$ cat src/rtl/debug_mem_bridge_if.sv
// Byte-stream host link plus the two BRAM debug ports of RV32Core.
//
// Signals:
//   rx_valid/rx_data/rx_ready : host -> bridge command stream
//   tx_valid/tx_data/tx_ready : bridge -> host response stream
//   dbg_dram_* / dbg_iram_*   : A2/WD2/WE2 toward the RAMs, RD2 back from them
//
// Modports:
//   master : the bridge side
//   slave  : the host/RAM side
interface debug_mem_bridge_if;
    logic        rx_valid;
    logic [7:0]  rx_data;
    logic        rx_ready;
    logic        tx_valid;
    logic [7:0]  tx_data;
    logic        tx_ready;
    logic [31:0] dbg_dram_a2;
    logic [31:0] dbg_dram_wd2;
    logic [3:0]  dbg_dram_we2;
    logic [31:0] dbg_dram_rd2;
    logic [31:0] dbg_iram_a2;
    logic [31:0] dbg_iram_wd2;
    logic [3:0]  dbg_iram_we2;
    logic [31:0] dbg_iram_rd2;

    modport master (
        input  rx_valid, rx_data, tx_ready, dbg_dram_rd2, dbg_iram_rd2,
        output rx_ready, tx_valid, tx_data,
               dbg_dram_a2, dbg_dram_wd2, dbg_dram_we2,
               dbg_iram_a2, dbg_iram_wd2, dbg_iram_we2
    );

    modport slave (
        output rx_valid, rx_data, tx_ready, dbg_dram_rd2, dbg_iram_rd2,
        input  rx_ready, tx_valid, tx_data,
               dbg_dram_a2, dbg_dram_wd2, dbg_dram_we2,
               dbg_iram_a2, dbg_iram_wd2, dbg_iram_we2
    );
endinterface

$ cat src/rtl/debug_mem_bridge.sv
// Host-side debug bridge for RV32Core: decodes a little-endian byte-stream
// command protocol into writes/reads on the instruction and data BRAM debug
// ports, streams read data back LSB first, and holds/releases the core reset.
//
// Ports:
//   CPU_CLK     : core clock, all logic on the rising edge
//   CPU_RST_N   : asynchronous active-low reset
//   bus         : host byte streams and both BRAM debug ports (master side)
//   cpu_rst     : active-high reset to the core, set while in reset
//   bad_cmd_cnt : saturating count of unknown command bytes
//
// Commands: 0x57/0x77 write DRAM/IRAM (4 addr + 4 data bytes),
//           0x52/0x72 read DRAM/IRAM (4 addr bytes), 0x53 start, 0x48 halt.
module debug_mem_bridge #(
    parameter int READ_LATENCY   = 2,
    parameter int TIMEOUT_CYCLES = 65535
) (
    input  logic               CPU_CLK,
    input  logic               CPU_RST_N,
    debug_mem_bridge_if.master bus,
    output logic               cpu_rst,
    output logic [7:0]         bad_cmd_cnt
);
    localparam int TMO_W = (TIMEOUT_CYCLES > 1) ? $clog2(TIMEOUT_CYCLES) : 1;
    localparam logic [TMO_W-1:0] TMO_LAST = TMO_W'(TIMEOUT_CYCLES - 1);
    localparam logic [2:0] RD_LAST = 3'(READ_LATENCY - 1);
    localparam logic [31:0] WORD_MASK = 32'hFFFF_FFFC;

    localparam logic [7:0] CMD_DWR   = 8'h57;
    localparam logic [7:0] CMD_IWR   = 8'h77;
    localparam logic [7:0] CMD_DRD   = 8'h52;
    localparam logic [7:0] CMD_IRD   = 8'h72;
    localparam logic [7:0] CMD_START = 8'h53;
    localparam logic [7:0] CMD_HALT  = 8'h48;

    typedef enum logic [2:0] {
        IDLE, ADDR, DATA, WRITE, RD_WAIT, RD_SEND
    } state_t;

    function automatic logic [7:0] sat_inc8(input logic [7:0] v);
        return (v == 8'hFF) ? v : v + 8'd1;
    endfunction

    state_t            state, state_nxt;
    logic [2:0]        cnt, cnt_nxt;
    logic [TMO_W-1:0]  tmo_cnt;
    logic              cmd_wr, cmd_iram;
    logic              rx_ready_q, rx_ready_nxt;
    logic [31:0]       addr_q, data_q, addr_nxt, data_nxt, rd_sh;
    logic              rx_acc, tx_acc, in_frame, stalled, tmo_hit;
    logic              cap_cmd, set_run, set_halt, bad_cmd;
    logic              do_read, do_write, do_capture, do_shift;

    assign rx_acc   = bus.rx_valid && rx_ready_q;
    assign tx_acc   = (state == RD_SEND) && bus.tx_ready;
    assign in_frame = (state == ADDR) || (state == DATA);
    assign stalled  = in_frame && !rx_acc;
    assign tmo_hit  = stalled && (tmo_cnt == TMO_LAST);

    // Fields arrive LSB first, so each new byte enters at the top.
    assign addr_nxt = {bus.rx_data, addr_q[31:8]};
    assign data_nxt = {bus.rx_data, data_q[31:8]};

    assign bus.rx_ready = rx_ready_q;
    assign bus.tx_valid = (state == RD_SEND);
    assign bus.tx_data  = rd_sh[7:0];

    always_comb begin
        state_nxt  = state;
        cnt_nxt    = cnt;
        cap_cmd    = 1'b0;
        set_run    = 1'b0;
        set_halt   = 1'b0;
        bad_cmd    = 1'b0;
        do_read    = 1'b0;
        do_write   = 1'b0;
        do_capture = 1'b0;
        do_shift   = 1'b0;
        case (state)
            IDLE: begin
                if (rx_acc) begin
                    case (bus.rx_data)
                        CMD_DWR, CMD_IWR, CMD_DRD, CMD_IRD: begin
                            cap_cmd   = 1'b1;
                            cnt_nxt   = 3'd0;
                            state_nxt = ADDR;
                        end
                        CMD_START: set_run  = 1'b1;
                        CMD_HALT:  set_halt = 1'b1;
                        default:   bad_cmd  = 1'b1;
                    endcase
                end
            end
            ADDR: begin
                if (rx_acc) begin
                    cnt_nxt = cnt + 3'd1;
                    if (cnt == 3'd3) begin
                        cnt_nxt = 3'd0;
                        if (cmd_wr) begin
                            state_nxt = DATA;
                        end else begin
                            do_read   = 1'b1;
                            state_nxt = RD_WAIT;
                        end
                    end
                end else if (tmo_hit) begin
                    state_nxt = IDLE;
                end
            end
            DATA: begin
                if (rx_acc) begin
                    cnt_nxt = cnt + 3'd1;
                    if (cnt == 3'd3) begin
                        cnt_nxt   = 3'd0;
                        do_write  = 1'b1;
                        state_nxt = WRITE;
                    end
                end else if (tmo_hit) begin
                    state_nxt = IDLE;
                end
            end
            WRITE: state_nxt = IDLE;
            RD_WAIT: begin
                // A2 was launched on entry; RD2 is valid on the last wait cycle.
                if (cnt == RD_LAST) begin
                    do_capture = 1'b1;
                    cnt_nxt    = 3'd0;
                    state_nxt  = RD_SEND;
                end else begin
                    cnt_nxt = cnt + 3'd1;
                end
            end
            RD_SEND: begin
                if (tx_acc) begin
                    do_shift = 1'b1;
                    cnt_nxt  = cnt + 3'd1;
                    if (cnt == 3'd3) begin
                        cnt_nxt   = 3'd0;
                        state_nxt = IDLE;
                    end
                end
            end
            default: state_nxt = IDLE;
        endcase
        // Registered so that rx_ready is 0 while reset is asserted.
        rx_ready_nxt = (state_nxt == IDLE) || (state_nxt == ADDR) || (state_nxt == DATA);
    end

    always_ff @(posedge CPU_CLK or negedge CPU_RST_N) begin
        if (!CPU_RST_N) begin
            state      <= IDLE;
            cnt        <= 3'd0;
            tmo_cnt    <= '0;
            rx_ready_q <= 1'b0;
            cmd_wr     <= 1'b0;
            cmd_iram   <= 1'b0;
        end else begin
            state      <= state_nxt;
            cnt        <= cnt_nxt;
            rx_ready_q <= rx_ready_nxt;
            tmo_cnt    <= stalled ? tmo_cnt + TMO_W'(1) : '0;
            if (cap_cmd) begin
                cmd_wr   <= (bus.rx_data == CMD_DWR) || (bus.rx_data == CMD_IWR);
                cmd_iram <= (bus.rx_data == CMD_IWR) || (bus.rx_data == CMD_IRD);
            end
        end
    end

    // Frame assembly registers are fully overwritten before every use.
    always_ff @(posedge CPU_CLK) begin
        if (rx_acc && (state == ADDR)) addr_q <= addr_nxt;
        if (rx_acc && (state == DATA)) data_q <= data_nxt;
    end

    always_ff @(posedge CPU_CLK or negedge CPU_RST_N) begin
        if (!CPU_RST_N) begin
            cpu_rst          <= 1'b1;
            bad_cmd_cnt      <= 8'd0;
            bus.dbg_dram_a2  <= 32'd0;
            bus.dbg_dram_wd2 <= 32'd0;
            bus.dbg_dram_we2 <= 4'd0;
            bus.dbg_iram_a2  <= 32'd0;
            bus.dbg_iram_wd2 <= 32'd0;
            bus.dbg_iram_we2 <= 4'd0;
            rd_sh            <= 32'd0;
        end else begin
            if (set_run) begin
                cpu_rst <= 1'b0;
            end else if (set_halt) begin
                cpu_rst <= 1'b1;
            end
            if (bad_cmd) begin
                bad_cmd_cnt <= sat_inc8(bad_cmd_cnt);
            end
            // WE2 is a single-cycle pulse; A2/WD2 keep their last values.
            bus.dbg_dram_we2 <= 4'd0;
            bus.dbg_iram_we2 <= 4'd0;
            if (do_write) begin
                if (cmd_iram) begin
                    bus.dbg_iram_a2  <= addr_q & WORD_MASK;
                    bus.dbg_iram_wd2 <= data_nxt;
                    bus.dbg_iram_we2 <= 4'hF;
                end else begin
                    bus.dbg_dram_a2  <= addr_q & WORD_MASK;
                    bus.dbg_dram_wd2 <= data_nxt;
                    bus.dbg_dram_we2 <= 4'hF;
                end
            end
            if (do_read) begin
                if (cmd_iram) begin
                    bus.dbg_iram_a2 <= addr_nxt & WORD_MASK;
                end else begin
                    bus.dbg_dram_a2 <= addr_nxt & WORD_MASK;
                end
            end
            if (do_capture) begin
                rd_sh <= cmd_iram ? bus.dbg_iram_rd2 : bus.dbg_dram_rd2;
            end else if (do_shift) begin
                rd_sh <= {8'h00, rd_sh[31:8]};
            end
        end
    end
endmodule

$ cat src/flat_wrapper.sv
// flat-port wrapper written by rule: the top's interface ports become plain ports
module debug_mem_bridge_flat 
#(
    parameter int READ_LATENCY   = 2,
    parameter int TIMEOUT_CYCLES = 65535
)
  (CPU_CLK, CPU_RST_N, cpu_rst, bad_cmd_cnt, bus_rx_valid, bus_rx_data, bus_tx_ready, bus_dbg_dram_rd2, bus_dbg_iram_rd2, bus_rx_ready, bus_tx_valid, bus_tx_data, bus_dbg_dram_a2, bus_dbg_dram_wd2, bus_dbg_dram_we2, bus_dbg_iram_a2, bus_dbg_iram_wd2, bus_dbg_iram_we2);
  debug_mem_bridge_if bus_i ();
  input  logic CPU_CLK;
  input  logic CPU_RST_N;
  output logic cpu_rst;
  output logic [7:0] bad_cmd_cnt;
  input wire logic [$bits(bus_i.rx_valid)-1:0] bus_rx_valid;
  input wire logic [$bits(bus_i.rx_data)-1:0] bus_rx_data;
  input wire logic [$bits(bus_i.tx_ready)-1:0] bus_tx_ready;
  input wire logic [$bits(bus_i.dbg_dram_rd2)-1:0] bus_dbg_dram_rd2;
  input wire logic [$bits(bus_i.dbg_iram_rd2)-1:0] bus_dbg_iram_rd2;
  output wire logic [$bits(bus_i.rx_ready)-1:0] bus_rx_ready;
  output wire logic [$bits(bus_i.tx_valid)-1:0] bus_tx_valid;
  output wire logic [$bits(bus_i.tx_data)-1:0] bus_tx_data;
  output wire logic [$bits(bus_i.dbg_dram_a2)-1:0] bus_dbg_dram_a2;
  output wire logic [$bits(bus_i.dbg_dram_wd2)-1:0] bus_dbg_dram_wd2;
  output wire logic [$bits(bus_i.dbg_dram_we2)-1:0] bus_dbg_dram_we2;
  output wire logic [$bits(bus_i.dbg_iram_a2)-1:0] bus_dbg_iram_a2;
  output wire logic [$bits(bus_i.dbg_iram_wd2)-1:0] bus_dbg_iram_wd2;
  output wire logic [$bits(bus_i.dbg_iram_we2)-1:0] bus_dbg_iram_we2;
  assign bus_i.rx_valid = bus_rx_valid;
  assign bus_i.rx_data = bus_rx_data;
  assign bus_i.tx_ready = bus_tx_ready;
  assign bus_i.dbg_dram_rd2 = bus_dbg_dram_rd2;
  assign bus_i.dbg_iram_rd2 = bus_dbg_iram_rd2;
  assign bus_rx_ready = bus_i.rx_ready;
  assign bus_tx_valid = bus_i.tx_valid;
  assign bus_tx_data = bus_i.tx_data;
  assign bus_dbg_dram_a2 = bus_i.dbg_dram_a2;
  assign bus_dbg_dram_wd2 = bus_i.dbg_dram_wd2;
  assign bus_dbg_dram_we2 = bus_i.dbg_dram_we2;
  assign bus_dbg_iram_a2 = bus_i.dbg_iram_a2;
  assign bus_dbg_iram_wd2 = bus_i.dbg_iram_wd2;
  assign bus_dbg_iram_we2 = bus_i.dbg_iram_we2;
  debug_mem_bridge #(.READ_LATENCY(READ_LATENCY), .TIMEOUT_CYCLES(TIMEOUT_CYCLES)) u_core (.CPU_CLK(CPU_CLK), .CPU_RST_N(CPU_RST_N), .bus(bus_i), .cpu_rst(cpu_rst), .bad_cmd_cnt(bad_cmd_cnt));
endmodule
$ cat config.mk
export PLATFORM = sky130hd
export DESIGN_NAME = debug_mem_bridge_flat
export DESIGN_NICKNAME = d
export VERILOG_FILES = /design/src/rtl/debug_mem_bridge_if.sv /design/src/rtl/debug_mem_bridge.sv /design/src/flat_wrapper.sv
export SDC_FILE = /design/constraint.sdc
export NUM_CORES = 1
export LEC_CHECK = 0
export BUFFER_PORTS_ARGS = -buffer_cell sky130_fd_sc_hd__buf_2
export CAP_MARGIN = 25
export CORE_MARGIN = 4
export CORE_UTILIZATION = 49
export CTS_CLUSTER_SIZE = 24
export DETAILED_ROUTE_END_ITERATION = 12
export PLACE_DENSITY = 0.76
export SLEW_MARGIN = 20
export SYNTH_ARGS = -nofsm -noshare
export SYNTH_HDL_FRONTEND = slang
export SYNTH_SLANG_ARGS = --single-unit
$ cat constraint.sdc
create_clock -name CPU_CLK -period 2.4 [get_ports CPU_CLK]
set_input_delay 0.24 -clock CPU_CLK [delete_from_list [all_inputs] [get_ports CPU_CLK]]
set_output_delay 0.24 -clock CPU_CLK [all_outputs]
set_load 0.01 [all_outputs]
Yosys cells after proc, flatten, opt, wreduce, memory -nomap -nowiden
Index checks and enable logic that the tools add are counted.
W data, S select, Z words.
{"block": "totals", "word_cells": 126, "output_inout_bits": 155, "register_bits": 266, "in_bits": 76}
{"block": "classes", "add_sub_neg": 3, "n_bitwise": 2, "reduce_logical": 24, "muxes": 60, "eq_ne": 20}
{"op": "$mux W32", "n": 11}
{"op": "$mux W3", "n": 17}
{"op": "$eq A8 B7 Y1 const B", "n": 6}
{"op": "$mux W1", "n": 25}
{"op": "$add A16 B1 Y16 const B", "n": 1}
{"op": "$eq A16 B16 Y1 const B", "n": 1}
{"op": "$mux W16", "n": 1}
{"op": "$mux W4", "n": 4}
{"op": "$pmux W3 S5", "n": 1}
{"op": "$pmux W3 S4", "n": 1}
{"op": "$eq A3 B1 Y1 const B", "n": 3}
{"op": "$eq A3 B2 Y1 const B", "n": 3}
{"op": "$add A8 B1 Y8 const B", "n": 1}
{"op": "$eq A8 B8 Y1 const B", "n": 1}
{"op": "$eq A3 B3 Y1 const B", "n": 2}
{"op": "$logic_and A1 B1 Y1", "n": 6}
{"op": "$logic_not A3 Y1", "n": 2}
{"op": "$ne A2 B1 Y1 const B", "n": 3}
{"op": "$reduce_and A2 Y1", "n": 3}
{"op": "$reduce_or A6 Y1", "n": 1}
{"op": "$logic_or A1 B1 Y1", "n": 5}
{"op": "$reduce_and A5 Y1", "n": 1}
{"op": "$reduce_bool A2 Y1", "n": 2}
{"op": "$reduce_bool A4 Y1", "n": 1}
{"op": "other kinds (6)", "n": 7}

Depth between registers and ports, before layout
{"block": "logic_depth", "word_depth": 10, "depth_mapped": 10, "mapped_depth_nobuf": 8}

Worst setup path after synthesis
Ideal clock, no wire load.
{"block": "synth_path", "path_type": "flip-flop to flip-flop", "startpoint": "register u_core.state[0]", "endpoint": "register u_core.bus.dbg_iram_a2[22] (netlist name)", "setup_time_ns": 0.141, "required_time_ns": 2.259, "arrival_time_ns": 2.233, "stages_incl_launch_ff": 7, "path_buffers": 2, "setup_slack_ns": 0.026, "period_less_slack_ns": 2.374, "cell_sequence": "dfrtp_1 clkbuf_1 and3_1 nand3_1 clkbuf_1 nor2_1 a31oi_1"}
{"block": "synth_between", "elab_chain_len": 5, "word_cells_on_any_way": 7, "cone_classes": "eq/ne (2); mux (5)"}
{"item": "start: declaration", "line": "debug_mem_bridge.sv:44", "rtl": "state_t state, state_nxt;"}
{"item": "start signal: assignment", "line": "debug_mem_bridge.sv:158", "rtl": "state <= state_nxt;"}
{"item": "$eq A3 B2 Y1", "line": "debug_mem_bridge.sv:79", "rtl": "case (state)"}
{"item": "$mux W1", "line": "debug_mem_bridge.sv:79"}
{"item": "$mux W32", "line": "debug_mem_bridge.sv:198", "rtl": "if (do_write) begin"}
{"item": "$mux W32", "line": "debug_mem_bridge.sv:210", "rtl": "if (cmd_iram) begin"}
{"item": "$mux W32 *", "line": "debug_mem_bridge.sv:209", "rtl": "if (do_read) begin"}
{"item": "end signal: assignment", "line": "debug_mem_bridge.sv:200", "rtl": "bus.dbg_iram_a2 <= addr_q & WORD_MASK;"}
{"item": "end signal: assignment", "line": "debug_mem_bridge.sv:211", "rtl": "bus.dbg_iram_a2 <= addr_nxt & WORD_MASK;"}
{"item": "end: declaration", "line": "debug_mem_bridge_if.sv:31", "rtl": "dbg_iram_a2, dbg_iram_wd2, dbg_iram_we2"}
Mark *: on every way between the ends. The rest lies on a longest branch, timed or not.
A chain may end at the register's enable or synchronous reset.

==> out/results.tsv <==
metric	value	unit
status	completed	
row count	52	
fin. max-slew vios	0	
Post-Synthesis Cells	959	
Via density	5.36	
DRT iter0 DRCs	577	
GP Congestion	0.858	
Core Box Area	20500	sq um
H-Tree Depth	1	
family with the most delay on the worst path	simple AND/OR/NAND/NOR gates	
P&R area growth vs syn	22.3	%
crit path capture type	register	
drt wl/cell	17.0	um
Setup WS pre-CTS	0.124	ns
DP Wirelength	17.5	mm
CP Class	reg2reg	
Die ar.	23500	sq um
vias in the first global route	7785	
Final Hold Vio Count	0	
worst path bufs/invs	1	
CP startpoint kind	register	
layout cells sized above 1	26.2	%
# DRC	0	
top cells by area, synth	dfrtp_1 (47%), edfxtp_1 (16%), nand2_1 (9.5%)	
max incr delay on CP	0.45	ns
CTS tree	done	
Max-Cap Viols	0	
Worst Hold Class	in2reg	
Synth top cells by count	nand2_1 (262), dfrtp_1 (195), nor2_1 (112)	
count leader, synth	nand2_1	
Synth Flop Type	dfrtp_1	
Ant. Diodes	0	
CTS root buf	clkbuf_16	
gr usage total	21.2	%
Finished Layout Cells	1474	
utilization after layout	61.7	%
Syn Nets	1042	
#FFs+latches synth	250	
post-placement cell count	1423	
critical path's slowest cell	nor2_1	
Distinct cells, synth	58	
largest net degree at the start of global routing	66	
clk_lat worst skew	0.52	ns
antenna-violating nets left	0	
Post-Route WL	25.1	mm
pwr/cell area	888	nW/um^2
Overflow after GRT	0	
final setup vio count	0	
Critical Path RT	2.86	ns
clock slew at reported path FFs	0.06	ns
final worst-path setup slack	0.226	ns
Ports	231	
achievable frequency	460	MHz
Post-synth EDFFs	54	
final setup skew	0.0248	ns
CP most frequent cell	ha_1	
post-synth top area share	47.2	%
first-pass GRT wire length	41.3	mm
DR vias	7895	
CP cell instances	ha_1 > ha_1 > nor2b_1 > nand4_1 > buf_4 > nor2_1 > a22o_1 > a21o_1	
period utilization	90.6	%
fin nets	1267	
Slew HR	50.0	%
asr flop ratio synth	78.4	%
RSZ-0062 raised after global routing	no	
Syn Area/Cell	10.8	sq um
Fillers	1646	
CTS Buffer Depth	3	
worst ir drop on vdd	0.496	mV
area leader, netlist	dfrtp_1	
Data arrival, critical path	2.63	ns
initial antenna violation count	0	
Die Y	153	um
IO buf count	230	
Setup TNS	0	ns
Sink Count	250	
First-pass DRT Iterations	6	
Final Hold Slack	0.0283	ns
Pleak	6.42	nW
synth warn	0	
R2R Setup Slk	0.23	ns
CP max FO	8	
Worst-Margin Slew	0.750	ns
CTS buffer count	26	
clock period minus worst slack	2.17	ns
Seq/Total Area, Yosys	63.1	%
Initial Util	50.5	%
Cell Area, Synth	10300	sq um
die width	153	um
[cells in the final DEF (no fill, tap or decap), drive strengths merged, types with 4 or more instances in the layout]
master and n:
o22ai 22, a22o 8, mux2i 31, nor2 113, mux2 7, nor3 4, nand2b 4, nand3 11
edfxtp 54, a21o 9, clkinv 10, inv 21, a222oi 9, a221o 20, and2 7, ha 7
and3 7, o21ai 12, nor2b 6, xnor2 13, nand4 7, buf 259, a31oi 24, xor2 9
a21oi 9, dfrtp 195, clkbuf 34, nand2 263
[path summary, 6_finish.rpt]
check | end | cells past startpoint | start
setup / recovery | register | 8 | u_core.cnt[0]
hold / removal | u_core.rd_sh[26] | 3 | bus_dbg_dram_rd2[26]
setup reg to reg | register | 8 | u_core.cnt[0]
hold reg to reg | u_core.bus.dbg_iram_wd2[2] | 2 | u_core.bus.dbg_iram_wd2[2]
max in group asynchronous | u_core.bus.dbg_dram_wd2[8] | 3 | CPU_RST_N
min in group asynchronous | u_core.bad_cmd_cnt[1] | 2 | CPU_RST_N
[state kept, by name, indices dropped and copies added (netlist names), 3 cells and up, named ones only]
register and count:
u_core.bus.dbg_dram_a2 30, u_core.tmo_cnt 16, u_core.addr_q 30, u_core.bus.dbg_iram_a2 22
u_core.data_q 24, u_core.bad_cmd_cnt 8, u_core.cnt 3, u_core.rd_sh 32
u_core.bus.dbg_dram_wd2 32, u_core.state 3, u_core.bus.dbg_iram_wd2 32
[what timing repair did]
action | CTS | global route
buffers inserted | 0 | 2
hold endpoints to repair | 61 | 0
hold buffers | 1 | 0
gates resized for setup | 0 | 1
endpoints found under the setup margin | 0 | 17
[worst min-delay path, delay by kind of cell]
family          cells  cell delay, ns
compound gates      1            0.13
buf+inv             1            0.07
mux                 1            0.05
[power by group]
part / total (mW) / switching [mW] / internal (mW) / leakage (nW)
clock: 3.85 / 1.62 / 2.23 / 0.396
combinational: 1.97 / 1.10 / 0.872 / 2.88
sequential: 5.41 / 0.473 / 4.94 / 3.15
total: 11.2 / 3.19 / 8.04 / 6.42
[layout make-up]
class	instances	area (sq um)	share of cell area [%]
multi-input combinational	625	3430	27.1
inverter	20	75.1	0.593
clock buffer	33	718	5.68
sequential	250	6530	51.6
timing repair buffer	261	1460	11.5
clock inverter	15	108	0.850
tap	270	338	2.67
[cell families after synthesis]
logic type / synth area share, %
AO/OA/AOI/OAI: 8.82
XOR/XNOR: 1.86
adder cells (fa/ha/maj): 0.846
buffers and inverters: 3.86
flip-flops: 63.1
multiplexers: 3.80
AND/OR/NAND/NOR: 17.7
[through the flow]
stage | cell area (sq um) | total power [mW]
after floorplan | 10300 | 6.67
after global placement | 11800 | 7.39
after detailed placement | 11800 | 7.47
after CTS | 12600 | 11.3
after global routing | 12700 | 11.8
final | 12700 | 11.2
[routing by layer]
metal | up-vias | wire [um] | GRT usage, %
met5 | - | 0 | 0
met4 | 0 | 716 | 7.21
met3 | 50 | 2190 | 4.10
met2 | 348 | 11700 | 33.3
met1 | 3790 | 10500 | 29.8
li1 | 3707 | - | -
No activity file was read; power rests on OpenSTA's default activity.
